==> config.mk <==
export PLATFORM = sky130hd
export DESIGN_NAME = fetch_stage
export DESIGN_NICKNAME = d
export VERILOG_FILES = /design/src/rtl/fetch_stage.sv
export SDC_FILE = /design/constraint.sdc
export NUM_CORES = 1
export LEC_CHECK = 0
export ABC_AREA = 1
export BUFFER_PORTS_ARGS = -buffer_cell sky130_fd_sc_hd__buf_2
export CELL_PAD_IN_SITES_DETAIL_PLACEMENT = 0
export CELL_PAD_IN_SITES_GLOBAL_PLACEMENT = 1
export CORE_MARGIN = 2
export CORE_UTILIZATION = 41
export CTS_CLUSTER_SIZE = 24
export DETAILED_ROUTE_END_ITERATION = 7
export PLACE_DENSITY = 0.79
export SETUP_SLACK_MARGIN = 0.05
export SYNTH_ARGS = -nofsm -noshare
export SYNTH_HDL_FRONTEND = slang
export SYNTH_SLANG_ARGS = --single-unit
==> constraint.sdc <==
create_clock -name clk -period 1.8 [get_ports clk]
set_clock_uncertainty 0.05 [all_clocks]
set_input_delay 0.09 -clock clk [delete_from_list [all_inputs] [get_ports clk]]
set_output_delay 0.09 -clock clk [all_outputs]
set_load 0.02 [all_outputs]
==> src/rtl/fetch_stage.sv <==
// Instruction fetch stage: one outstanding imem request, one-entry skid buffer, redirect flush/drain.
// Define FETCH_MISALIGN_CHECK_EN to trap misaligned redirect targets with a sticky misalign_o flag.
module fetch_stage #(
  parameter int                    DATA_WIDTH  = 32,
  parameter int                    INSTRUCTION = 32,
  parameter logic [DATA_WIDTH-1:0] RESET_PC    = 32'h0000_0000
) (
  input  logic                   clk,
  input  logic                   rst,
  input  logic                   stall_i,
  input  logic                   redirect_i,
  input  logic [DATA_WIDTH-1:0]  redirect_pc_i,
  output logic                   imem_req_o,
  output logic [DATA_WIDTH-1:0]  imem_addr_o,
  input  logic                   imem_ack_i,
  input  logic [INSTRUCTION-1:0] imem_rdata_i,
  output logic [INSTRUCTION-1:0] instruction,
  output logic [DATA_WIDTH-1:0]  pc,
  output logic                   fetch_valid,
  output logic                   misalign_o
);

  localparam logic [INSTRUCTION-1:0] NOP      = INSTRUCTION'(32'h0000_0013);
  localparam logic [DATA_WIDTH-1:0]  LOW_MASK = DATA_WIDTH'(3);
`ifdef FETCH_MISALIGN_CHECK_EN
  localparam bit MISALIGN_EN = 1'b1;
`else
  localparam bit MISALIGN_EN = 1'b0;
`endif

  typedef enum logic [1:0] {IDLE, FETCH, HOLD, DRAIN} state_t;

  state_t                 state_reg, state_next;
  logic [DATA_WIDTH-1:0]  fetch_pc_reg, fetch_pc_next;
  logic [DATA_WIDTH-1:0]  drain_addr_reg, drain_addr_next;
  logic [DATA_WIDTH-1:0]  pc_reg, pc_next;
  logic [DATA_WIDTH-1:0]  skid_pc_reg, skid_pc_next;
  logic [INSTRUCTION-1:0] instr_reg, instr_next;
  logic [INSTRUCTION-1:0] skid_instr_reg, skid_instr_next;
  logic                   valid_reg, valid_next;
  logic                   sticky_reg, sticky_next;
  logic [DATA_WIDTH-1:0]  target;
  logic                   bad_target;

  // Without the trap, the low target bits are simply dropped.
  assign target     = MISALIGN_EN ? redirect_pc_i : (redirect_pc_i & ~LOW_MASK);
  assign bad_target = MISALIGN_EN && (redirect_pc_i[1:0] != 2'b00);

  assign imem_req_o  = (state_reg == FETCH) || (state_reg == DRAIN);
  assign imem_addr_o = (state_reg == DRAIN) ? drain_addr_reg : fetch_pc_reg;
  assign instruction = valid_reg ? instr_reg : NOP;
  assign pc          = pc_reg;
  assign fetch_valid = valid_reg;
  assign misalign_o  = MISALIGN_EN ? sticky_reg : 1'b0;

  always_comb begin
    state_next      = state_reg;
    fetch_pc_next   = fetch_pc_reg;
    drain_addr_next = drain_addr_reg;
    pc_next         = pc_reg;
    instr_next      = instr_reg;
    valid_next      = valid_reg;
    skid_pc_next    = skid_pc_reg;
    skid_instr_next = skid_instr_reg;
    sticky_next     = sticky_reg;

    if (sticky_reg) begin
      state_next = IDLE;
      valid_next = 1'b0;
    end else if (redirect_i) begin
      valid_next      = 1'b0;
      skid_pc_next    = '0;
      skid_instr_next = '0;
      if (bad_target) begin
        sticky_next = 1'b1;
        state_next  = IDLE;
      end else begin
        fetch_pc_next = target;
        case (state_reg)
          // An in-flight request must still complete; its data is dropped in DRAIN.
          FETCH: if (!imem_ack_i) begin
            state_next      = DRAIN;
            drain_addr_next = fetch_pc_reg;
          end
          DRAIN:   if (imem_ack_i) state_next = FETCH;
          default: state_next = FETCH;
        endcase
      end
    end else begin
      case (state_reg)
        IDLE: begin
          state_next = FETCH;
          valid_next = 1'b0;
        end
        FETCH: begin
          if (imem_ack_i) begin
            fetch_pc_next = fetch_pc_reg + DATA_WIDTH'(4);
            if (valid_reg && stall_i) begin
              skid_pc_next    = fetch_pc_reg;
              skid_instr_next = imem_rdata_i;
              state_next      = HOLD;
            end else begin
              pc_next    = fetch_pc_reg;
              instr_next = imem_rdata_i;
              valid_next = 1'b1;
            end
          end else if (!stall_i) begin
            valid_next = 1'b0;
          end
        end
        HOLD: if (!stall_i) begin
          pc_next    = skid_pc_reg;
          instr_next = skid_instr_reg;
          valid_next = 1'b1;
          state_next = FETCH;
        end
        DRAIN: begin
          if (imem_ack_i) state_next = FETCH;
          if (!stall_i) valid_next = 1'b0;
        end
        default: state_next = IDLE;
      endcase
    end
  end

  always_ff @(posedge clk or negedge rst) begin
    if (!rst) begin
      state_reg      <= IDLE;
      fetch_pc_reg   <= RESET_PC;
      drain_addr_reg <= RESET_PC;
      pc_reg         <= '0;
      instr_reg      <= NOP;
      valid_reg      <= 1'b0;
      skid_pc_reg    <= '0;
      skid_instr_reg <= '0;
      sticky_reg     <= 1'b0;
    end else begin
      state_reg      <= state_next;
      fetch_pc_reg   <= fetch_pc_next;
      drain_addr_reg <= drain_addr_next;
      pc_reg         <= pc_next;
      instr_reg      <= instr_next;
      valid_reg      <= valid_next;
      skid_pc_reg    <= skid_pc_next;
      skid_instr_reg <= skid_instr_next;
      sticky_reg     <= sticky_next;
    end
  end

endmodule

==> flow_metrics.tcl <==
set metrics [dict create \
    grt_max_degree 61 \
    h-tree-depth 4 \
    cts_tree "built" \
    utilization 0.572 \
    grt-ovfl-total 0 \
    cp_num_cells 5 \
    fin_ws_ps 31.2 \
    setup_viol 0 \
    fillers 2059 \
    via_per_inst 4.97 \
    drt_iter0_drc 605 \
    total_power_mw 15.3 \
    rrSetupSlack_ps 70 \
    synth_area_leader_cell "dfrtp_1" \
    dp_hpwl_mm 17.3 \
    rows 54 \
    clock_sinks 189 \
    power.density_nw_per_um2 1230 \
    slew_violations 0 \
    synth_cells 1190 \
    hold_class "in -> reg" \
    antenna_cells 0 \
    cts.path.max_buffers 2 \
    synth_top_area_frac 0.515 \
    crit_path_end_kind "output pin" \
    path_cells "nand2_8 -> buf_4 -> nor2_1 -> a21oi_2 -> buf_4" \
    grt_first_pass_wirelength_mm 42.6 \
    outcome "completed" \
    p_leak_nw 6.14 \
    dpl_cell_area_um2 10400 \
    multi_input_area_um2 4060 \
    drc_errors 0 \
    fin_tns_setup_ps 0 \
    die_area_um2 23200 \
    register_area_um2 4740 \
    crit_type "reg -> out" \
    synth_ff_type "dfrtp_1" \
    cp_data_required_time_ps 1660 \
    dp.cells 1608 \
    dr.pass1.iters 5 \
    grt_pass1_vias 8239 \
    preCtsSetupSlack_ps 44.2 \
    die_y_um 152 \
    syn_to_final_growth_pct 37.7 \
    synth_common_cells "437 x nand2_1, 186 x dfrtp_1, 158 x nor2_1, 80 x inv_1, 70 x o21ai_0" \
    ant_nets 0 \
    fin_crit_sh 0.983 \
    final_net_count 1509 \
    clockRootBuffer "clkbuf_16" \
    cp_num_buf_inv 2 \
    yosysSeqAreaShare 0.524 \
    cp-startpoint "state_reg[0]" \
    worst_r2r_endpoint "instr_reg[9]" \
    r2r_start "state_reg[0]" \
    clk_latency_ps 430 \
    wirelength_mm 28.0 \
    timing.hold.ws_ps 10.5 \
    rsz0062_at_grt "true" \
    drive_above_1_share 0.233 \
    cts-buffers-inserted 17 \
    vias 8607 \
    synthDistinctLibCells 27 \
    io_buffer_count 162 \
    clk_pin_slew_ps 70 \
    gp_congestion 0.826 \
    rr_worst_depth 9 \
    maxCapViolCount 0 \
    synth_area_leaders "dfrtp_1 51%, nand2_1 18%, nor2_1 6.6%" \
    crit_family "flip-flops" \
    fmax_mhz 565 \
    cp_common_cell "buf_4" \
    io_pins 168 \
    instances_no_fill 1732 \
    cpMaxStageDelayCell "dfrtp_2" \
    synth_enable_flop_cells 0 \
    async_flop_share 1.00 \
    crit_arrival_ps 1630 \
    fin_area_um2 12400 \
    synth_warnings 0 \
    synth.most_common_cell "nand2_1" \
    ys_ff_latch 189 \
    finalCriticalPeriod_ps 1770 \
    routedWlPerCell_um 16.1 \
    core_area_um2 21800 \
    cpPeakStageDelay_ps 500 \
    syn_area_um2 9040 \
    startpoint_type "register" \
    hold_viol 0 \
    antenna_found_initial 0 \
    grt_usage 0.224 \
    die_w_um 152 \
    ir_worst_vdd_mv 0.724 \
    start_util 0.415 \
    endpoint "imem_addr_o[29]" \
    syn_area_per_cell_um2 7.60 \
    crit_fanout 7 \
]
worst min-delay path by stage:
stage,from,end,slack [ps],cells after the start
5_1_grt,imem_ack_i,state_reg[1],40,3
3_3_place_gp,rst,instr_reg[28],40,1
4_1_cts,redirect_pc_i[28],fetch_pc_reg[28],4,5
2_1_floorplan,rst,drain_addr_reg[10],-260,0
3_5_place_dp,rst,instr_reg[28],40,1
6_report,redirect_pc_i[28],fetch_pc_reg[28],10,5
where the power goes:
group	switching, mW	internal, mW	total [mW]	leakage (nW)
combinational	3.19	2.21	5.40	3.52
sequential	0.725	5.31	6.04	2.34
clock	1.68	2.20	3.87	0.286
total	5.60	9.72	15.3	6.14
what timing repair did:
action	4_1_cts	5_1_grt
endpoints found under the setup margin	63	149
hold buffers	63	0
setup buffers	3	16
pin swaps	1	5
gates resized for setup	8	116
cloned	0	10
endpoints found under the hold margin	205	0
worst min-delay path, delay by kind of cell:
| kind | cells | cell delay [ps] |
|---|---|---|
| simple gates | 4 | 250 |
| buf+inv | 1 | 90 |
placed cells by master (no fill, tap or decap), types with 7 or more instances in the layout:
cell type        n
nor2_1         133
dlygate4sd3_1   63
a31oi_1         45
inv_1           78
buf_12          15
nor2_4           7
nor2_2          20
buf_2          135
a21oi_2          9
dfrtp_1        184
o21ai_1         10
o21ai_0         67
nand3_1         45
o211ai_1         7
a21oi_1         27
buf_4           67
xor2_1           8
nand2_1        430
a31oi_4         10
clkbuf_16       22
cell type report:
cell class | count | share of cell area
tap | 280 | 0.0282
inverter | 86 | 0.0271
sequential | 189 | 0.381
multi-input combinational | 850 | 0.326
clock buffer | 21 | 0.0354
clock inverter | 11 | 0.0116
timing repair buffer | 294 | 0.190
timing repair inverter | 1 | 0.000704
routing by layer:
metal	wire length, um	up-vias	global-route usage
met5	0	-	0
met4	307	0	0.0414
met3	1210	22	0.0373
met2	13600	229	0.381
met1	12900	4077	0.308
li1	-	4279	-
kinds of logic (layout without fill, tap and decap cells):
group,Yosys count,in the layout,share of synthesized area
simple gates,648,649,0.277
flops,189,189,0.524
fa+ha+maj,1,1,0.00138
buf+inv,154,413,0.0727
other cells,1,3,0.000415
xor+xnor,8,8,0.00775
compound gates,189,189,0.117
Note: power is estimated with default switching activity, not from simulation.
